**config.mk**
```make
export PLATFORM = sky130hd
export DESIGN_NAME = csr_file
export DESIGN_NICKNAME = d
export VERILOG_FILES = /design/src/rtl/csr_pkg.sv /design/src/rtl/csr_counter64.sv /design/src/rtl/csr_file.sv
export SDC_FILE = /design/constraint.sdc
export NUM_CORES = 1
export LEC_CHECK = 0
export ABC_AREA = 1
export CAP_MARGIN = 20
export CORE_MARGIN = 2
export CORE_UTILIZATION = 30
export CTS_CLUSTER_SIZE = 16
export DETAILED_ROUTE_END_ITERATION = 7
export PLACE_DENSITY = 0.56
export SLEW_MARGIN = 20
export SYNTH_ARGS = -nofsm -noshare
export SYNTH_HDL_FRONTEND = slang
export SYNTH_SLANG_ARGS = --single-unit
export TNS_END_PERCENT = 100
```
**constraint.sdc**
```tcl
create_clock -name clk -period 4.94 [get_ports clk]
set_input_delay 0.988 -clock clk [delete_from_list [all_inputs] [get_ports clk]]
set_output_delay 0.988 -clock clk [all_outputs]
set_load 0.1 [all_outputs]
```
**src/rtl/csr_pkg.sv**
```systemverilog
// Shared definitions for the machine-mode CSR unit: CSR addresses, Zicsr op encodings
// and the bit positions of the implemented mstatus/mie/mip fields.
package csr_pkg;

  localparam logic [11:0] CSR_MSTATUS   = 12'h300;
  localparam logic [11:0] CSR_MIE       = 12'h304;
  localparam logic [11:0] CSR_MTVEC     = 12'h305;
  localparam logic [11:0] CSR_MSCRATCH  = 12'h340;
  localparam logic [11:0] CSR_MEPC      = 12'h341;
  localparam logic [11:0] CSR_MCAUSE    = 12'h342;
  localparam logic [11:0] CSR_MIP       = 12'h344;
  localparam logic [11:0] CSR_MCYCLE    = 12'hB00;
  localparam logic [11:0] CSR_MINSTRET  = 12'hB02;
  localparam logic [11:0] CSR_MCYCLEH   = 12'hB80;
  localparam logic [11:0] CSR_MINSTRETH = 12'hB82;

  typedef enum logic [2:0] {
    CsrOpRw  = 3'b001,
    CsrOpRs  = 3'b010,
    CsrOpRc  = 3'b011,
    CsrOpRwi = 3'b101,
    CsrOpRsi = 3'b110,
    CsrOpRci = 3'b111
  } csr_op_e;

  localparam int unsigned MIE_BIT  = 3;
  localparam int unsigned MPIE_BIT = 7;
  // mie uses the same positions for MTIE/MEIE as mip does for MTIP/MEIP.
  localparam int unsigned MTIP_BIT = 7;
  localparam int unsigned MEIP_BIT = 11;

endpackage

```
**src/rtl/csr_counter64.sv**
```systemverilog
// 64-bit free-running counter with per-half CSR write; a write to either half takes
// precedence over the increment for the whole counter in that cycle.
module csr_counter64 #(
  parameter int unsigned XLEN = 32
) (
  input  logic            clk,
  input  logic            rst,
  input  logic            inc,
  input  logic            wr_lo,
  input  logic            wr_hi,
  input  logic [XLEN-1:0] wdata,
  output logic [63:0]     count
);

  logic [63:0] count_q, count_d;

  if (XLEN >= 64) begin : g_wide
    always_comb begin
      count_d = inc ? count_q + 64'd1 : count_q;
      if (wr_lo || wr_hi) begin
        count_d = wdata[63:0];
      end
    end
  end else begin : g_narrow
    always_comb begin
      count_d = inc ? count_q + 64'd1 : count_q;
      if (wr_lo) begin
        count_d = {count_q[63:32], wdata[31:0]};
      end else if (wr_hi) begin
        count_d = {wdata[31:0], count_q[31:0]};
      end
    end
  end

  always_ff @(posedge clk) begin
    if (!rst) begin
      count_q <= '0;
    end else begin
      count_q <= count_d;
    end
  end

  assign count = count_q;

endmodule

```
**src/rtl/csr_file.sv**
```systemverilog
// Machine-mode CSR unit: Zicsr ops, trap entry/mret, interrupt latching and trap vector.
// Define CSR_COUNTERS_EN to build the mcycle/minstret counters.
module csr_file
  import csr_pkg::*;
#(
  parameter int unsigned     XLEN        = 32,
  parameter logic [XLEN-1:0] MTVEC_RESET = '0,
  parameter int unsigned     MEPC_ALIGN  = 2
) (
  input  logic            clk,
  input  logic            rst,
  input  logic [11:0]     csr_addr,
  input  logic [2:0]      csr_op,
  input  logic            csr_en,
  input  logic [XLEN-1:0] csr_wdata,
  input  logic            rs1_zero,
  input  logic [XLEN-1:0] pc,
  input  logic            trap,
  input  logic [XLEN-1:0] trap_cause,
  input  logic            mret,
  input  logic            instret,
  input  logic            irq_timer,
  input  logic            irq_ext,
  output logic [XLEN-1:0] rdata,
  output logic [XLEN-1:0] epc,
  output logic [XLEN-1:0] trap_vec,
  output logic            irq_pending,
  output logic            illegal
);

  localparam logic [XLEN-1:0] EpcMask = {XLEN{1'b1}} << MEPC_ALIGN;

  logic            mie_q, mie_d, mpie_q, mpie_d;
  logic            mtie_q, mtie_d, meie_q, meie_d;
  logic            mtip_q, mtip_d, meip_q, meip_d;
  logic [XLEN-1:0] mtvec_q, mtvec_d, mscratch_q, mscratch_d;
  logic [XLEN-1:0] mepc_q, mepc_d, mcause_q, mcause_d;

  logic [XLEN-1:0] rval, wval, tvec_base;
  logic            addr_ok, read_only, is_write, wr_en;

`ifdef CSR_COUNTERS_EN
  logic [63:0] cycle_cnt, instret_cnt;
`endif

  // Read mux; also classifies the address as implemented / read-only.
  always_comb begin
    rval      = '0;
    addr_ok   = 1'b1;
    read_only = 1'b0;
    case (csr_addr)
      CSR_MSTATUS: begin
        rval[MIE_BIT]  = mie_q;
        rval[MPIE_BIT] = mpie_q;
      end
      CSR_MIE: begin
        rval[MTIP_BIT] = mtie_q;
        rval[MEIP_BIT] = meie_q;
      end
      CSR_MTVEC:    rval = mtvec_q;
      CSR_MSCRATCH: rval = mscratch_q;
      CSR_MEPC:     rval = mepc_q;
      CSR_MCAUSE:   rval = mcause_q;
      CSR_MIP: begin
        rval[MTIP_BIT] = mtip_q;
        rval[MEIP_BIT] = meip_q;
        read_only      = 1'b1;
      end
`ifdef CSR_COUNTERS_EN
      CSR_MCYCLE:   rval = cycle_cnt[XLEN-1:0];
      CSR_MINSTRET: rval = instret_cnt[XLEN-1:0];
      CSR_MCYCLEH: begin
        if (XLEN == 32) rval = XLEN'(cycle_cnt[63:32]);
        else            addr_ok = 1'b0;
      end
      CSR_MINSTRETH: begin
        if (XLEN == 32) rval = XLEN'(instret_cnt[63:32]);
        else            addr_ok = 1'b0;
      end
`endif
      default: addr_ok = 1'b0;
    endcase
  end

  // Set/clear ops with a zero source are pure reads.
  always_comb begin
    is_write = csr_en && (csr_op[1:0] != 2'b00) && (!csr_op[1] || !rs1_zero);
    case (csr_op_e'(csr_op))
      CsrOpRs, CsrOpRsi: wval = rval | csr_wdata;
      CsrOpRc, CsrOpRci: wval = rval & ~csr_wdata;
      default:           wval = csr_wdata;
    endcase
  end

  assign wr_en       = is_write && addr_ok && !read_only && !trap && !mret;
  assign rdata       = csr_en ? rval : '0;
  assign illegal     = csr_en && (!addr_ok || (read_only && is_write));
  assign epc         = mepc_q;
  assign irq_pending = mie_q && ((mtie_q && mtip_q) || (meie_q && meip_q));

  always_comb begin
    tvec_base = {mtvec_q[XLEN-1:2], 2'b00};
    trap_vec  = tvec_base;
    if (mtvec_q[1:0] == 2'b01 && trap_cause[XLEN-1]) begin
      trap_vec = tvec_base + {trap_cause[XLEN-3:0], 2'b00};
    end
  end

  always_comb begin
    mie_d      = mie_q;
    mpie_d     = mpie_q;
    mtie_d     = mtie_q;
    meie_d     = meie_q;
    mtvec_d    = mtvec_q;
    mscratch_d = mscratch_q;
    mepc_d     = mepc_q;
    mcause_d   = mcause_q;
    mtip_d     = irq_timer;
    meip_d     = irq_ext;
    if (trap) begin
      mepc_d   = pc & EpcMask;
      mcause_d = trap_cause;
      mpie_d   = mie_q;
      mie_d    = 1'b0;
    end else if (mret) begin
      mie_d  = mpie_q;
      mpie_d = 1'b1;
    end else if (wr_en) begin
      case (csr_addr)
        CSR_MSTATUS: begin
          mie_d  = wval[MIE_BIT];
          mpie_d = wval[MPIE_BIT];
        end
        CSR_MIE: begin
          mtie_d = wval[MTIP_BIT];
          meie_d = wval[MEIP_BIT];
        end
        CSR_MTVEC:    mtvec_d    = wval;
        CSR_MSCRATCH: mscratch_d = wval;
        CSR_MEPC:     mepc_d     = wval & EpcMask;
        CSR_MCAUSE:   mcause_d   = wval;
        default: ;
      endcase
    end
  end

  always_ff @(posedge clk) begin
    if (!rst) begin
      mie_q      <= 1'b0;
      mpie_q     <= 1'b0;
      mtie_q     <= 1'b0;
      meie_q     <= 1'b0;
      mtip_q     <= 1'b0;
      meip_q     <= 1'b0;
      mtvec_q    <= MTVEC_RESET;
      mscratch_q <= '0;
      mepc_q     <= '0;
      mcause_q   <= '0;
    end else begin
      mie_q      <= mie_d;
      mpie_q     <= mpie_d;
      mtie_q     <= mtie_d;
      meie_q     <= meie_d;
      mtip_q     <= mtip_d;
      meip_q     <= meip_d;
      mtvec_q    <= mtvec_d;
      mscratch_q <= mscratch_d;
      mepc_q     <= mepc_d;
      mcause_q   <= mcause_d;
    end
  end

`ifdef CSR_COUNTERS_EN
  csr_counter64 #(
    .XLEN(XLEN)
  ) u_mcycle (
    .clk  (clk),
    .rst  (rst),
    .inc  (1'b1),
    .wr_lo(wr_en && csr_addr == CSR_MCYCLE),
    .wr_hi(wr_en && csr_addr == CSR_MCYCLEH),
    .wdata(wval),
    .count(cycle_cnt)
  );

  csr_counter64 #(
    .XLEN(XLEN)
  ) u_minstret (
    .clk  (clk),
    .rst  (rst),
    .inc  (instret),
    .wr_lo(wr_en && csr_addr == CSR_MINSTRET),
    .wr_hi(wr_en && csr_addr == CSR_MINSTRETH),
    .wdata(wval),
    .count(instret_cnt)
  );
`else
  logic unused_instret;
  assign unused_instret = instret;
`endif

endmodule

```
==> impl_metrics.ini, run 1 <==
[status]
run_status = completed

[route]
first_iter_violations = 1018
firstDrtPassIters = 5
antenna_left = 0
dr_total_vias = 11800
drc = 0
vias_per_cell = 5.15
finalWirelength_um = 42500
wire_per_inst_um = 18.5

[global_routing]
grt_usage_pct = 25.1
grt_start_max_net_pins = 43
grt.overflow.total = 0
grt_first_pass_wirelength_um = 65000
antenna_found_initial = 0
grt_pass1_vias = 11300

[placed_design]
place.gp.congestion = 0.912
dp_hpwl_um = 32300
dpl_worst_slack_ns = 0.327
place_area_um2 = 12800
port_buffers = 209

[cells_and_area]
drive_above_1_share_pct = 8.67
area_growth_syn_to_layout_pct = 37.5
layout_commonest_cell = nor2_1
num_antenna_cells = 0
final_cell_mix = nor2_1, nand2_1, o21ai_0
final_util_pct = 42.1
final_nets = 2029
fin_area_um2 = 13300

[timing]
finalCritPeriodShare_pct = 94.1
slew_headroom_pct = 32.5
maxSlewViolCount = 0
fin_setup_tns_ns = 0
setup_ws_ns = 0.290
setup_viol = 0
tightest_slew_ns = 1.01
fin_hold_ws_ns = 0.499
rsz0062_at_grt = no
min_period_ns = 4.65
max_freq_mhz = 215
finalClockSkew_ns = 0.0106
hold_viol = 0

[critical_path]
path_class = in -> out
arrival_ns = 3.66
crit_slowest_cell = clkdlybuf4s50_1
slowest_delay_ns = 0.46
crit_path_start_kind = input port
path_buf_inv = 2
cpLargestDelayFamily = simple AND/OR/NAND/NOR gates
path_common_cell = nand3_1
cp_max_fo = 4
end_kind = output port
path_cells = clkdlybuf4s50_1, ha_1, fa_1, nand3_1, nand2_1, nand3_1, nand2_1, nand3_1, nand3_1, or2_2, nand3_1, o21ai_0, buf_12
worstPathRequired_ns = 3.95

[synth]
synth_ff_type = dfxtp_1
ys_seq_elements = 132
yosys_warnings = 0
avgSynthCellArea_um2 = 5.73
syn_area_um2 = 9710
synth-edff-count = 0
synth.distinct_cells = 41
synth.yosys.seq_area_share_pct = 27.2
syn_inst = 1696
synth-async-reset-ratio_pct = 0

[floorplanning]
core_um2 = 31700
fp.dieW_um = 184
rows = 65
initial_utilization_pct = 30.6
io_pins = 218
die_area_um2 = 33800
die_h_um = 184

[clocking]
ctsResizeCount = 0
ctsHoldBuffers = 0
clock_latency_ns = 0.43
cts_tree = yes
numCtsBuffers = 17
cts-htree-levels = 4
cts_setup_buffers = 0
clk_path_buf_depth = 2
clockRootBuffer = clkbuf_16
path_clk_slew_ns = 0.06
clkSinkCount = 132

[power_and_ir_drop]
leakage_uw = 0.00616
powerDensity_nw_per_um2 = 218
ir_worst_vdd_uv = 255

[worst_hold_path]
hold_path_class = reg -> reg

[flow_run]
cap_violations = 0
-- cells by family (layout without fill, tap and decap cells) --
family	Yosys count	count (layout)	synth area share, %
AND/OR/NAND/NOR	936	936	39.2
AO/OA/AOI/OAI	355	355	18.8
buffers and inverters	232	425	9.86
flip-flops	132	132	27.2
adder cells (fa/ha/maj)	30	30	3.94
XOR/XNOR	10	10	0.902
other	1	4	0.0386
-- metrics by stage --
| stage | total power [µW] | cells |
|---|---|---|
| final | 2910 | 2294 |
| after global routing | 3020 | 2294 |
| after CTS | 2920 | 2294 |
| after detailed placement | 1700 | 2262 |
| after global placement | 1700 | 2262 |
| after floorplan | 1470 | 1699 |
-- worst min-delay path: stages, from the launching register on --
cell and delay (ns):
dfxtp_1 0.31, nor2_1 0.10, nor3_1 0.05
-- layout make-up --
class	count	area, µm²
Clock inverter	14	130
Tap cell	402	503
Multi-Input combinational cell	1335	6140
Clock buffer	18	429
Timing Repair Buffer	239	2930
Inverter	154	578
Sequential cell	132	2640
Fill cell	3390	18400
-- final timing paths --
check	startpoint	endpoint	slack [ns]	cells after the start
setup / recovery	trap_cause[0]	trap_vec[24]	0.29	13
hold / removal	mcause_q[0]$_SDFFE_PN0P_	mcause_q[0]$_SDFFE_PN0P_	0.50	2
setup reg to reg	mtvec_q[12]$_SDFFE_PN0P_	mscratch_q[12]$_SDFFE_PN0P_	3.47	6
hold reg to reg	mcause_q[0]$_SDFFE_PN0P_	mcause_q[0]$_SDFFE_PN0P_	0.50	2
-- state kept, by name, indices dropped and copies added, names as in the netlist --
name	flops
meie_q	1
epc	30
meip_q	1
mtvec_q	32
mtip_q	1
mscratch_q	32
mie_q	1
mpie_q	1
mcause_q	32
mtie_q	1
-- report_power, final --
| part | internal (µW) | total [µW] | switching, µW |
|---|---|---|---|
| clock network | 697 | 1230 | 534 |
| registers | 1100 | 1130 | 32.6 |
| logic | 181 | 546 | 365 |
-- synthesized netlist by cell type, types with 9 or more instances --
library cell	instances	area share (%)
dfxtp_1	132	27
buf_2	22	1.1
inv_2	9	0.35
nand2_1	377	15
inv_1	142	5.5
o21ai_0	249	13
clkbuf_1	39	1.5
ha_1	29	3.7
nor3_1	22	1.1
nor2_1	424	16
nand3_1	66	3.4
nand4_1	14	0.90
a21oi_1	75	3.9
o21ai_1	13	0.67
-- per-layer routing --
metal	track usage [%]	part of all wire, %	vias to the layer above
li1	-	-	5807
met1	32.2	44	5474
met2	42.4	47	466
met3	4.16	6.5	73
met4	8.67	3.2	0
met5	0	0	-
Note: power is estimated with default switching activity, not from simulation.
==> run 2, diff against run 1 <==
- GPL_ROUTABILITY_DRIVEN: unset -> 0
==> impl_metrics.ini, run 2 (synthesis gave the netlist of run 1 again) <==
[status]
run_status = completed

[global_routing]
grt_usage_pct = 24.5
grt.overflow.total = 0
antenna_found_initial = 1
grt_first_pass_wirelength_um = 63700
grt_pass1_vias = 11200
grt_start_max_net_pins = 91

[timing]
min_period_ns = 4.65
rsz0062_at_grt = no
tightest_slew_ns = 1.05
hold_viol = 0
slew_headroom_pct = 30.0
maxSlewViolCount = 0
max_freq_mhz = 215
finalClockSkew_ns = 0.0102
finalCritPeriodShare_pct = 94.1
setup_viol = 0
fin_setup_tns_ns = 0

[route]
vias_per_cell = 5.17
wl_met3_um = 3270
top_layer_used = met4
wire_per_inst_um = 18.3
wl_met2_um = 19800
antenna_left = 0
first_iter_violations = 982
firstDrtPassIters = 5
finalWirelength_um = 41800
wl_met1_um = 17300
dr_total_vias = 11800
drc = 0

[power_and_ir_drop]
swShare_pct = 29.7
seq_power_share_pct = 37.3
power_uw = 3050
leakage_uw = 0.00617
clkPwrFrac_pct = 44.8
internal_power_uw = 2140
powerDensity_nw_per_um2 = 228
ir_worst_vdd_uv = 282
combPwrFrac_pct = 17.9
p_sw_uw = 904

[floorplanning]
rows = 65
initial_utilization_pct = 30.6
fp.dieW_um = 184
die_h_um = 184
io_pins = 218
core_um2 = 31700
die_area_um2 = 33800

[flow_run]
cap_violations = 0

[clocking]
clk_path_buf_depth = 2
cts-htree-levels = 4
cts_tree = yes
clockRootBuffer = clkbuf_16
cts_setup_buffers = 0
ctsResizeCount = 0
path_clk_slew_ns = 0.06
numCtsBuffers = 17
clock_latency_ns = 0.43
clkSinkCount = 132
ctsHoldBuffers = 0

[cells_and_area]
layout_commonest_cell = nor2_1
n_fill_cell = 3379
final_nets = 2022
final_cell_mix = nor2_1, nand2_1, o21ai_0
largestRegisters = mcause_q (32), mscratch_q (32), mtvec_q (32)
drive_above_1_share_pct = 8.28
area_growth_syn_to_layout_pct = 37.6

[critical_path]
r2r_slack_ns = 3.51
worstPathRequired_ns = 3.95
path_cells = clkdlybuf4s50_1, ha_1, fa_1, nand3_1, nand2_1, nand3_1, nand2_1, nand3_1, nand3_1, or2_2, nand3_1, o21ai_0, buf_12
arrival_ns = 3.66
r2r_cells = 6
path_class = in -> out
r2r_end = mtvec_q[12]$_SDFFE_PN0P_
crit_path_start_kind = input port
crit_slowest_cell = clkdlybuf4s50_1
slowest_delay_ns = 0.47
end_kind = output port
cp_max_fo = 4
path_common_cell = nand3_1
reg2reg_from = mtvec_q[12]$_SDFFE_PN0P_

[worst_hold_path]
min_from = mpie_q$_SDFFE_PN0P_
whs_endpoint = mpie_q$_SDFFE_PN0P_
hold_path_class = reg -> reg
holdPathStages = 2

[placed_design]
dp_hpwl_um = 31300
port_buffers = 209
## run 2: cell types whose count changed in the layout (fill, tap and decap cells not counted), moves of 2 or more
cell,previous run,this run
inv_6,4,0
clkbuf_8,0,5
diode_2,0,2
buf_4,31,24
clkinvlp_4,5,1
bufinv_16,1,3
## run 2: routing by layer
metal  vias up  track usage (%)
li1       5782                -
met1      5411             30.7
met2       570             42.1
met4         0             9.54
met5         -                0
met3        65             3.90
## run 2: worst max path at each step
stage / depth (start not counted) / from / end
after floorplan: 5 / trap_cause[31] / trap_vec[4]
after global placement: 13 / trap_cause[0] / trap_vec[24]
after detailed placement: 13 / trap_cause[0] / trap_vec[24]
after CTS: 13 / trap_cause[0] / trap_vec[24]
after global routing: 13 / trap_cause[0] / trap_vec[24]
final: 13 / trap_cause[0] / trap_vec[24]
## run 2: power by group through the flow
stage	clock, µW	combinational [µW]	sequential (µW)
after detailed placement	0	540	1160
after global routing	1420	583	1140
final	1370	546	1140
after floorplan	0	205	1270
after CTS	1370	543	1130
after global placement	0	538	1160
## run 2: worst max-delay path, delay by kind of cell
kind	cells	cell delay, ns
and+or+nand+nor	8	1.09
adders and majority gates	2	0.71
buffers and inverters	2	0.69
AOI/OAI and AO/OA	1	0.17
## run 2: cell type report
cell class / instances / area, µm² / share of cell area, %
diodes: 2 / 5.00 / 0.0374
inverters: 154 / 578 / 4.33
clock inverters: 8 / 121 / 0.908
multi-input cells: 1335 / 6140 / 45.9
well taps: 402 / 503 / 3.76
repair buffers: 232 / 2880 / 21.5
flip-flops and latches: 132 / 2640 / 19.8
clock buffers: 24 / 502 / 3.75
## run 2: stage by stage
| stage | hold slack [ns] | setup slack, ns | instances | instance area [µm²] | util (%) |
|---|---|---|---|---|---|
| finish | 0.485 | 0.293 | 2289 | 13400 | 42.1 |
| global route | 0.520 | 0.123 | 2288 | 13400 | 42.1 |
| CTS | 0.484 | 0.357 | 2287 | 13400 | 42.1 |
| detailed placement | 0.475 | 0.385 | 2255 | 12700 | 40.2 |
| global placement | 0.468 | 0.352 | 2255 | 12700 | 40.2 |
| floorplan | 0.457 | 0.0831 | 1699 | 9730 | - |
==> run 3, diff against run 2 <==
- clock period: 4.94 -> 5.6 ns (I/O delays scaled with it)
==> impl_metrics.ini, run 3 (synthesis gave the netlist of run 1 again) <==
[status]
run_status = completed

[route]
finalWirelength_um = 41800
wire_per_inst_um = 18.3
dr_total_vias = 11900
firstDrtPassIters = 5
antenna_left = 0
drc = 0
first_iter_violations = 986
vias_per_cell = 5.19

[global_routing]
grt_first_pass_wirelength_um = 63400
grt_usage_pct = 24.3
grt_pass1_vias = 11300
grt.overflow.total = 0
antenna_found_initial = 0
grt_start_max_net_pins = 53

[critical_path]
path_cells = clkdlybuf4s50_1, ha_1, fa_1, nand3_1, nand2_1, nand3_1, nand2_1, nand3_1, nand3_1, or2_2, nand3_1, o21ai_0, buf_12
end_kind = output port
crit_slowest_cell = clkdlybuf4s50_1
cp_max_fo = 4
cpLargestDelayFamily = simple AND/OR/NAND/NOR gates
arrival_ns = 3.80
slowest_delay_ns = 0.46
path_common_cell = nand3_1
worstPathRequired_ns = 4.48
r2r_slack_ns = 4.10
path_class = in -> out
path_buf_inv = 2
crit_path_start_kind = input port

[timing]
slew_headroom_pct = 29.4
fin_setup_tns_ns = 0
finalClockSkew_ns = 0.0139
hold_viol = 0
fin_hold_ws_ns = 0.496
rsz0062_at_grt = no
finalCritPeriodShare_pct = 87.8
tightest_slew_ns = 1.06
setup_viol = 0
maxSlewViolCount = 0
min_period_ns = 4.92
max_freq_mhz = 203

[floorplanning]
initial_utilization_pct = 30.6
die_area_um2 = 33800
fp.dieW_um = 184
core_um2 = 31700
io_pins = 218
die_h_um = 184
rows = 65

[worst_hold_path]
hold_path_class = reg -> reg

[clocking]
ctsHoldBuffers = 0
numCtsBuffers = 17
clock_latency_ns = 0.43
clockRootBuffer = clkbuf_16
path_clk_slew_ns = 0.06
clkSinkCount = 132
cts-htree-levels = 4
clk_path_buf_depth = 2
ctsResizeCount = 0
cts_setup_buffers = 0
cts_tree = yes

[cells_and_area]
largestRegisters = mcause_q (32), mscratch_q (32), mtvec_q (32)
drive_above_1_share_pct = 8.38
num_antenna_cells = 0
final_util_pct = 41.2
area_growth_syn_to_layout_pct = 34.6
layout_commonest_cell = nor2_1
final_cell_mix = nor2_1, nand2_1, o21ai_0
final_nets = 2022

[power_and_ir_drop]
leakage_uw = 0.00611
powerDensity_nw_per_um2 = 203
power_uw = 2650
ir_worst_vdd_uv = 190

[placed_design]
dp_hpwl_um = 31300
port_buffers = 209

[flow_run]
cap_violations = 0
-- run 3: stage by stage --
stage | worst slack (ns) | instance area (µm²) | instances
2_1_floorplan | 0.125 | 9720 | 1699
3_3_place_gp | 0.747 | 12500 | 2255
3_5_place_dp | 0.740 | 12500 | 2255
4_1_cts | 0.713 | 13100 | 2287
5_1_grt | 0.479 | 13100 | 2287
6_report | 0.684 | 13100 | 2287
-- run 3: path summary, 6_finish.rpt --
check,startpoint,endpoint,cells after the start
worst max-delay path,trap_cause[0],trap_vec[24],13
worst min-delay path,mcause_q[0]$_SDFFE_PN0P_,mcause_q[0]$_SDFFE_PN0P_,2
worst max register to register,mtvec_q[8]$_SDFFE_PN0P_,mtvec_q[8]$_SDFFE_PN0P_,6
worst min register to register,mcause_q[0]$_SDFFE_PN0P_,mcause_q[0]$_SDFFE_PN0P_,2
-- run 3: final cells by class --
cell class	count	area, µm²
Clock buffer	18	439
Clock inverter	14	163
Fill cell	3423	18600
Inverter	154	578
Multi-Input combinational cell	1335	6130
Sequential cell	132	2640
Tap cell	402	503
Timing Repair Buffer	232	2620
-- run 3: per-layer routing --
metal  global-route usage (%)  vias up  share of wire [%]
met2                     41.3      564                 47
met1                     30.1     5432                 41
met5                        0        -                  0
met3                     4.44       78                7.9
li1                         -     5785                  -
met4                     10.6        0                3.8
-- run 3: tightest hold or removal path: stages, from the launching register on --
cell	delay (ns)
dfxtp_1	0.31
nor2_1	0.10
nor3_1	0.05
-- run 3: report_power, final --
part           internal [µW]  switching [µW]
Clock                    681             489
Sequential               972            27.6
Combinational            157             324
